==> src/rtl/quadram_arbiter.sv <==
// quadram_arbiter
// Time-shares one quadram port between two requesters (0 = subsurf engine,
// 1 = host loader/readback). Grants are round-robin, a requester may lock the
// port for a burst, and a locked burst is bounded to MAX_BURST consecutive
// grants while the other side is waiting.
//
// Ports
//   clk, rst_n          clock (rising edge) and async active-low reset
//   req0/1, lock0/1     request this cycle / ask to keep the port next cycle
//   we0/1, addr0/1      byte write enables (0 = read) and word address
//   din0/1              write data
//   gnt0/1              access performed this cycle (combinational)
//   rvalid0/1, rdata    read data return, one cycle after a read grant
//   ram_en/we/addr/din  command to the quadram
//   ram_dout            quadram read data, valid one cycle after a read
module quadram_arbiter #(
  parameter int ADDR_WIDTH = 11,
  parameter int DATA_WIDTH = 32,
  parameter int MAX_BURST  = 16
) (
  input  logic                  clk,
  input  logic                  rst_n,
  input  logic                  req0,
  input  logic                  req1,
  input  logic                  lock0,
  input  logic                  lock1,
  input  logic [3:0]            we0,
  input  logic [3:0]            we1,
  input  logic [ADDR_WIDTH-1:0] addr0,
  input  logic [ADDR_WIDTH-1:0] addr1,
  input  logic [DATA_WIDTH-1:0] din0,
  input  logic [DATA_WIDTH-1:0] din1,
  output logic                  gnt0,
  output logic                  gnt1,
  output logic                  rvalid0,
  output logic                  rvalid1,
  output logic [DATA_WIDTH-1:0] rdata,
  output logic                  ram_en,
  output logic [3:0]            ram_we,
  output logic [ADDR_WIDTH-1:0] ram_addr,
  output logic [DATA_WIDTH-1:0] ram_din,
  input  logic [DATA_WIDTH-1:0] ram_dout
);

  logic       rrLast_q,    rrLast_d;
  logic       holdValid_q, holdValid_d;
  logic       holdId_q,    holdId_d;
  logic [7:0] burstCnt_q,  burstCnt_d;
  logic       rvalid0_q,   rvalid0_d;
  logic       rvalid1_q,   rvalid1_d;

  logic       reqAny;
  logic       gntValid;
  logic       gntId;
  logic       reqOther;
  logic       lockOwn;
  logic       breakHold;

  // Grant selection: an active hold wins, then a lone requester, then the
  // side that was not granted last. Everything is gated off during reset.
  always_comb begin
    reqAny = 1'b0;
    gntId  = 1'b0;
    if (holdValid_q && (holdId_q ? req1 : req0)) begin
      reqAny = 1'b1;
      gntId  = holdId_q;
    end else if (req0 && !req1) begin
      reqAny = 1'b1;
      gntId  = 1'b0;
    end else if (req1 && !req0) begin
      reqAny = 1'b1;
      gntId  = 1'b1;
    end else if (req0 && req1) begin
      reqAny = 1'b1;
      gntId  = ~rrLast_q;
    end
    gntValid = reqAny & rst_n;
  end

  assign gnt0 = gntValid & ~gntId;
  assign gnt1 = gntValid &  gntId;

  // The owner's command goes straight to the quadram; an idle port drives zeros.
  always_comb begin
    ram_en   = gntValid;
    ram_we   = '0;
    ram_addr = '0;
    ram_din  = '0;
    if (gntValid) begin
      ram_we   = gntId ? we1   : we0;
      ram_addr = gntId ? addr1 : addr0;
      ram_din  = gntId ? din1  : din0;
    end
  end

  assign rdata   = ram_dout;
  assign rvalid0 = rvalid0_q;
  assign rvalid1 = rvalid1_q;

  // Next-state: the burst counter saturates so a long unopposed lock never
  // wraps; the hold is dropped only once the bound is reached and the other
  // side is actually waiting.
  always_comb begin
    rrLast_d    = rrLast_q;
    holdId_d    = holdId_q;
    burstCnt_d  = burstCnt_q;
    holdValid_d = 1'b0;
    reqOther    = gntId ? req0  : req1;
    lockOwn     = gntId ? lock1 : lock0;
    breakHold   = 1'b0;
    if (gntValid) begin
      rrLast_d = gntId;
      holdId_d = gntId;
      if (holdValid_q && (holdId_q == gntId)) begin
        burstCnt_d = (burstCnt_q == 8'hFF) ? 8'hFF : burstCnt_q + 8'd1;
      end else begin
        burstCnt_d = 8'd1;
      end
      breakHold   = (burstCnt_d >= 8'(MAX_BURST)) && reqOther;
      holdValid_d = lockOwn && !breakHold;
    end
    rvalid0_d = gnt0 && (we0 == 4'b0000);
    rvalid1_d = gnt1 && (we1 == 4'b0000);
  end

  always_ff @(posedge clk or negedge rst_n) begin
    if (!rst_n) begin
      rrLast_q    <= 1'b1;
      holdValid_q <= 1'b0;
      holdId_q    <= 1'b0;
      burstCnt_q  <= 8'd0;
      rvalid0_q   <= 1'b0;
      rvalid1_q   <= 1'b0;
    end else begin
      rrLast_q    <= rrLast_d;
      holdValid_q <= holdValid_d;
      holdId_q    <= holdId_d;
      burstCnt_q  <= burstCnt_d;
      rvalid0_q   <= rvalid0_d;
      rvalid1_q   <= rvalid1_d;
    end
  end

endmodule

==> config.mk <==
export PLATFORM = sky130hd
export DESIGN_NAME = quadram_arbiter
export DESIGN_NICKNAME = d
export VERILOG_FILES = /design/src/rtl/quadram_arbiter.sv
export SDC_FILE = /design/constraint.sdc
export NUM_CORES = 1
export LEC_CHECK = 0
export CORE_MARGIN = 3
export CORE_UTILIZATION = 24
export CTS_BUF_LIST = sky130_fd_sc_hd__clkbuf_2 sky130_fd_sc_hd__clkbuf_4 sky130_fd_sc_hd__clkbuf_8
export DETAILED_ROUTE_END_ITERATION = 12
export PLACE_DENSITY = 0.82
export REMOVE_ABC_BUFFERS = 1
export SLEW_MARGIN = 20
export SYNTH_ARGS = -nofsm -noshare
export SYNTH_HDL_FRONTEND = slang
export SYNTH_SLANG_ARGS = --single-unit
export TNS_END_PERCENT = 10
==> constraint.sdc <==
create_clock -name clk -period 2.3 [get_ports clk]
set_clock_uncertainty 0.2 [all_clocks]
set_input_delay 0.575 -clock clk [delete_from_list [all_inputs] [get_ports clk]]
set_output_delay 0.575 -clock clk [all_outputs]
set_load 0.02 [all_outputs]
==> reports/qor.csv <==
metric,value,unit
initial antenna violation count,0,
clk_lat worst skew,250,ps
Setup WS post-layout,-307.3,ps
Tmin final,2607,ps
final setup vio count,50,
outcome,"complete, but fails checks",
crit path DAT,1830,ps
number of antenna diodes,0,
layout cells sized above 1,26.82,%
clock buffer depth,2,
DP Worst Slack,-1005,ps
Pre-antenna DRT Iters,4,
failing checks,setup timing,
cell leakage power,0.001320,µW
Slowest Stage Delay on Critical Path,410,ps
I/O Pins,216,
Final ANT Viol Nets,0,
vias in the first global route,2007,
FP Rows,28,
DP Cell Count,368,
die area,0.007207,mm²
syn_area_per_cell,8.586,µm²
MaxCap Viol Count,0,
ys async rst share,100.0,%
Initial Util,24.94,%
Port Buffers,151,
HP Class,input pin to async pin,
Worst Tran Pin Value,270.0,ps
Placer Congestion,0.8954,
Worst EP required,1520,ps
cells after synthesis,174,
net count reported at finish,436,
ys flop type,dfrtp_1,
Worst IR Drop VDD,0.0001728,V
Slew HR,81.93,%
DRC,0,
CP Class,flop to output pin,
Routed wire per std cell,21.16,µm
routed wire length,7979,µm
most frequent cells in the layout,"clkdlybuf4s50_1 (98), a22o_1 (47), buf_6 (47)",
detailed placement HPWL,6711,µm
area grow syn2layout,103.7,%
TritonCTS clock tree,built,
Num CTS Buffers,3,
first-iteration detailed-routing DRC count,108,
"Reg clk slew, reported paths",60,ps
clk sinks,13,
Layout Cells excl Fill,377,
Final period util,113.4,%
Worst Setup Start Kind,flop,
Post-synth EDFFs,0,
synthesized area,0.001494,mm²
Hold Slack,291.4,ps
largest net degree at the start of global routing,25,
Die Ht,84.90,µm
Worst Path Max Fanout,22,
GRT Util Overall,20.76,%
# H-tree levels,1,
remaining global-route overflow,0,
distinct cell type count after synthesis,35,
Root Buffer,clkbuf_8,
slowest cell on the critical path,dfrtp_1,
sequential area share after synthesis,21.86,%
Power Dens Cells,376.1,mW/mm²
first-pass GRT wire length,11500,µm
Ys Warns,0,
vias,1957,
path depth of the worst reg2reg path,5,
CP endpoint kind,output pin,
Max Slew Vio Count,0,
Max Clk Rate,0.3835,GHz
crit-path cells,mux2i_2 > o21a_2 > and2_4 > buf_12 > a22o_1 > buf_6,
#FFs+latches synth,13,
RSZ-0062 raised after global routing,yes,
DR vias/cell,5.191,
die width,84.90,µm
final hold vios,0,
"most common cell after layout, fill and taps aside",clkdlybuf4s50_1,
core area,0.005991,mm²
## logic make-up (layout without fill, tap and decap cells)
group                    after synthesis  in the layout  share of synthesized area [%]
AO/OA/AOI/OAI                         76             76                          39.28
buffers and inverters                 50            178                          25.29
AND/OR/NAND/NOR                       31             31                          10.81
flip-flops                            13             13                          21.86
multiplexers                           2              2                          1.340
adder cells (fa/ha/maj)                1              1                         0.8374
XOR/XNOR                               1              1                         0.5864
## critical path: cells and delay by family (launching register included)
| kind | cells | cell delay [ps] |
|---|---|---|
| flops | 1 | 410 |
| buf+inv | 2 | 290 |
| mux | 1 | 290 |
| simple gates | 1 | 190 |
| compound gates | 2 | 400 |
## power by group
group	internal (µW)	switching [µW]	total (µW)	leakage, µW
Combinational	396	283	679	0.00112
Sequential	242	11.2	253	0.000170
Clock	120	91.8	212	0.0000255
## flip-flops by register name, summed over array words and instances (netlist names)
register and cells:
holdValid_q 1, rrLast_q 1, rvalid1 1, burstCnt_q 8, holdId_q 1, rvalid0 1
## what timing repair did
item                       CTS  global route
setup endpoints to repair   50            50
hold buffers                 0             0
resized for setup          276            21
pin swaps                   23            10
gates cloned                 1             0
buffers inserted             5             1
## final cells by class
cell class                      instances  area, µm²
Fill cell                             556       2948
Clock inverter                          1      5.005
Tap cell                               75      93.84
Sequential cell                        13      326.6
Clock buffer                            3      41.29
Timing Repair Buffer                  171       1763
Multi-Input combinational cell        111      802.0
Inverter                                3      11.26
## worst paths after layout
kind | start | end | slack, ps
worst min-delay path | rst_n | rvalid1 | 290
min in group clk | holdId_q | holdId_q | 290
worst max-delay path | holdValid_q | ram_addr[6] | -310
worst max register to register | burstCnt_q[2] | holdValid_q | 570
worst min register to register | holdId_q | holdId_q | 290
max in group asynchronous | rst_n | rrLast_q | 1290
## Yosys cell counts, drive strengths merged (2+ instances only)
cell type	number	share of area, %
a21o	2	1.0
a21oi	11	3.7
a22o	47	28
a31oi	2	0.84
a41oi	2	1.2
and3	4	1.7
buf	45	24
clkbuf	2	0.59
dfrtp	12	20
inv	3	0.75
mux2i	2	1.3
nand2	5	1.3
nand3	4	1.3
nand4	2	0.84
nor2	9	2.4
nor3	2	0.67
o21ai	8	2.7
## per-stage QoR
stage	power, µW	setup TNS (ps)	utilization, %	cell area, µm²
after floorplan	483.6	-38750	-	1127
after global placement	879.0	-46840	48.12	2883
after detailed placement	883.6	-47350	48.12	2883
after CTS	1131	-12390	50.25	3010
after global routing	1192	-16990	50.79	3043
final	1144	-13220	50.79	3043
## per-layer routing
metal | vias up | global-route usage [%] | part of all wire (%)
met2 | 147 | 37.22 | 51
met4 | 0 | 7.482 | 3.5
li1 | 888 | - | -
met3 | 23 | 13.59 | 16
met5 | - | 2.098 | 0
met1 | 899 | 18.47 | 30
(Power assumes the default switching activity.)
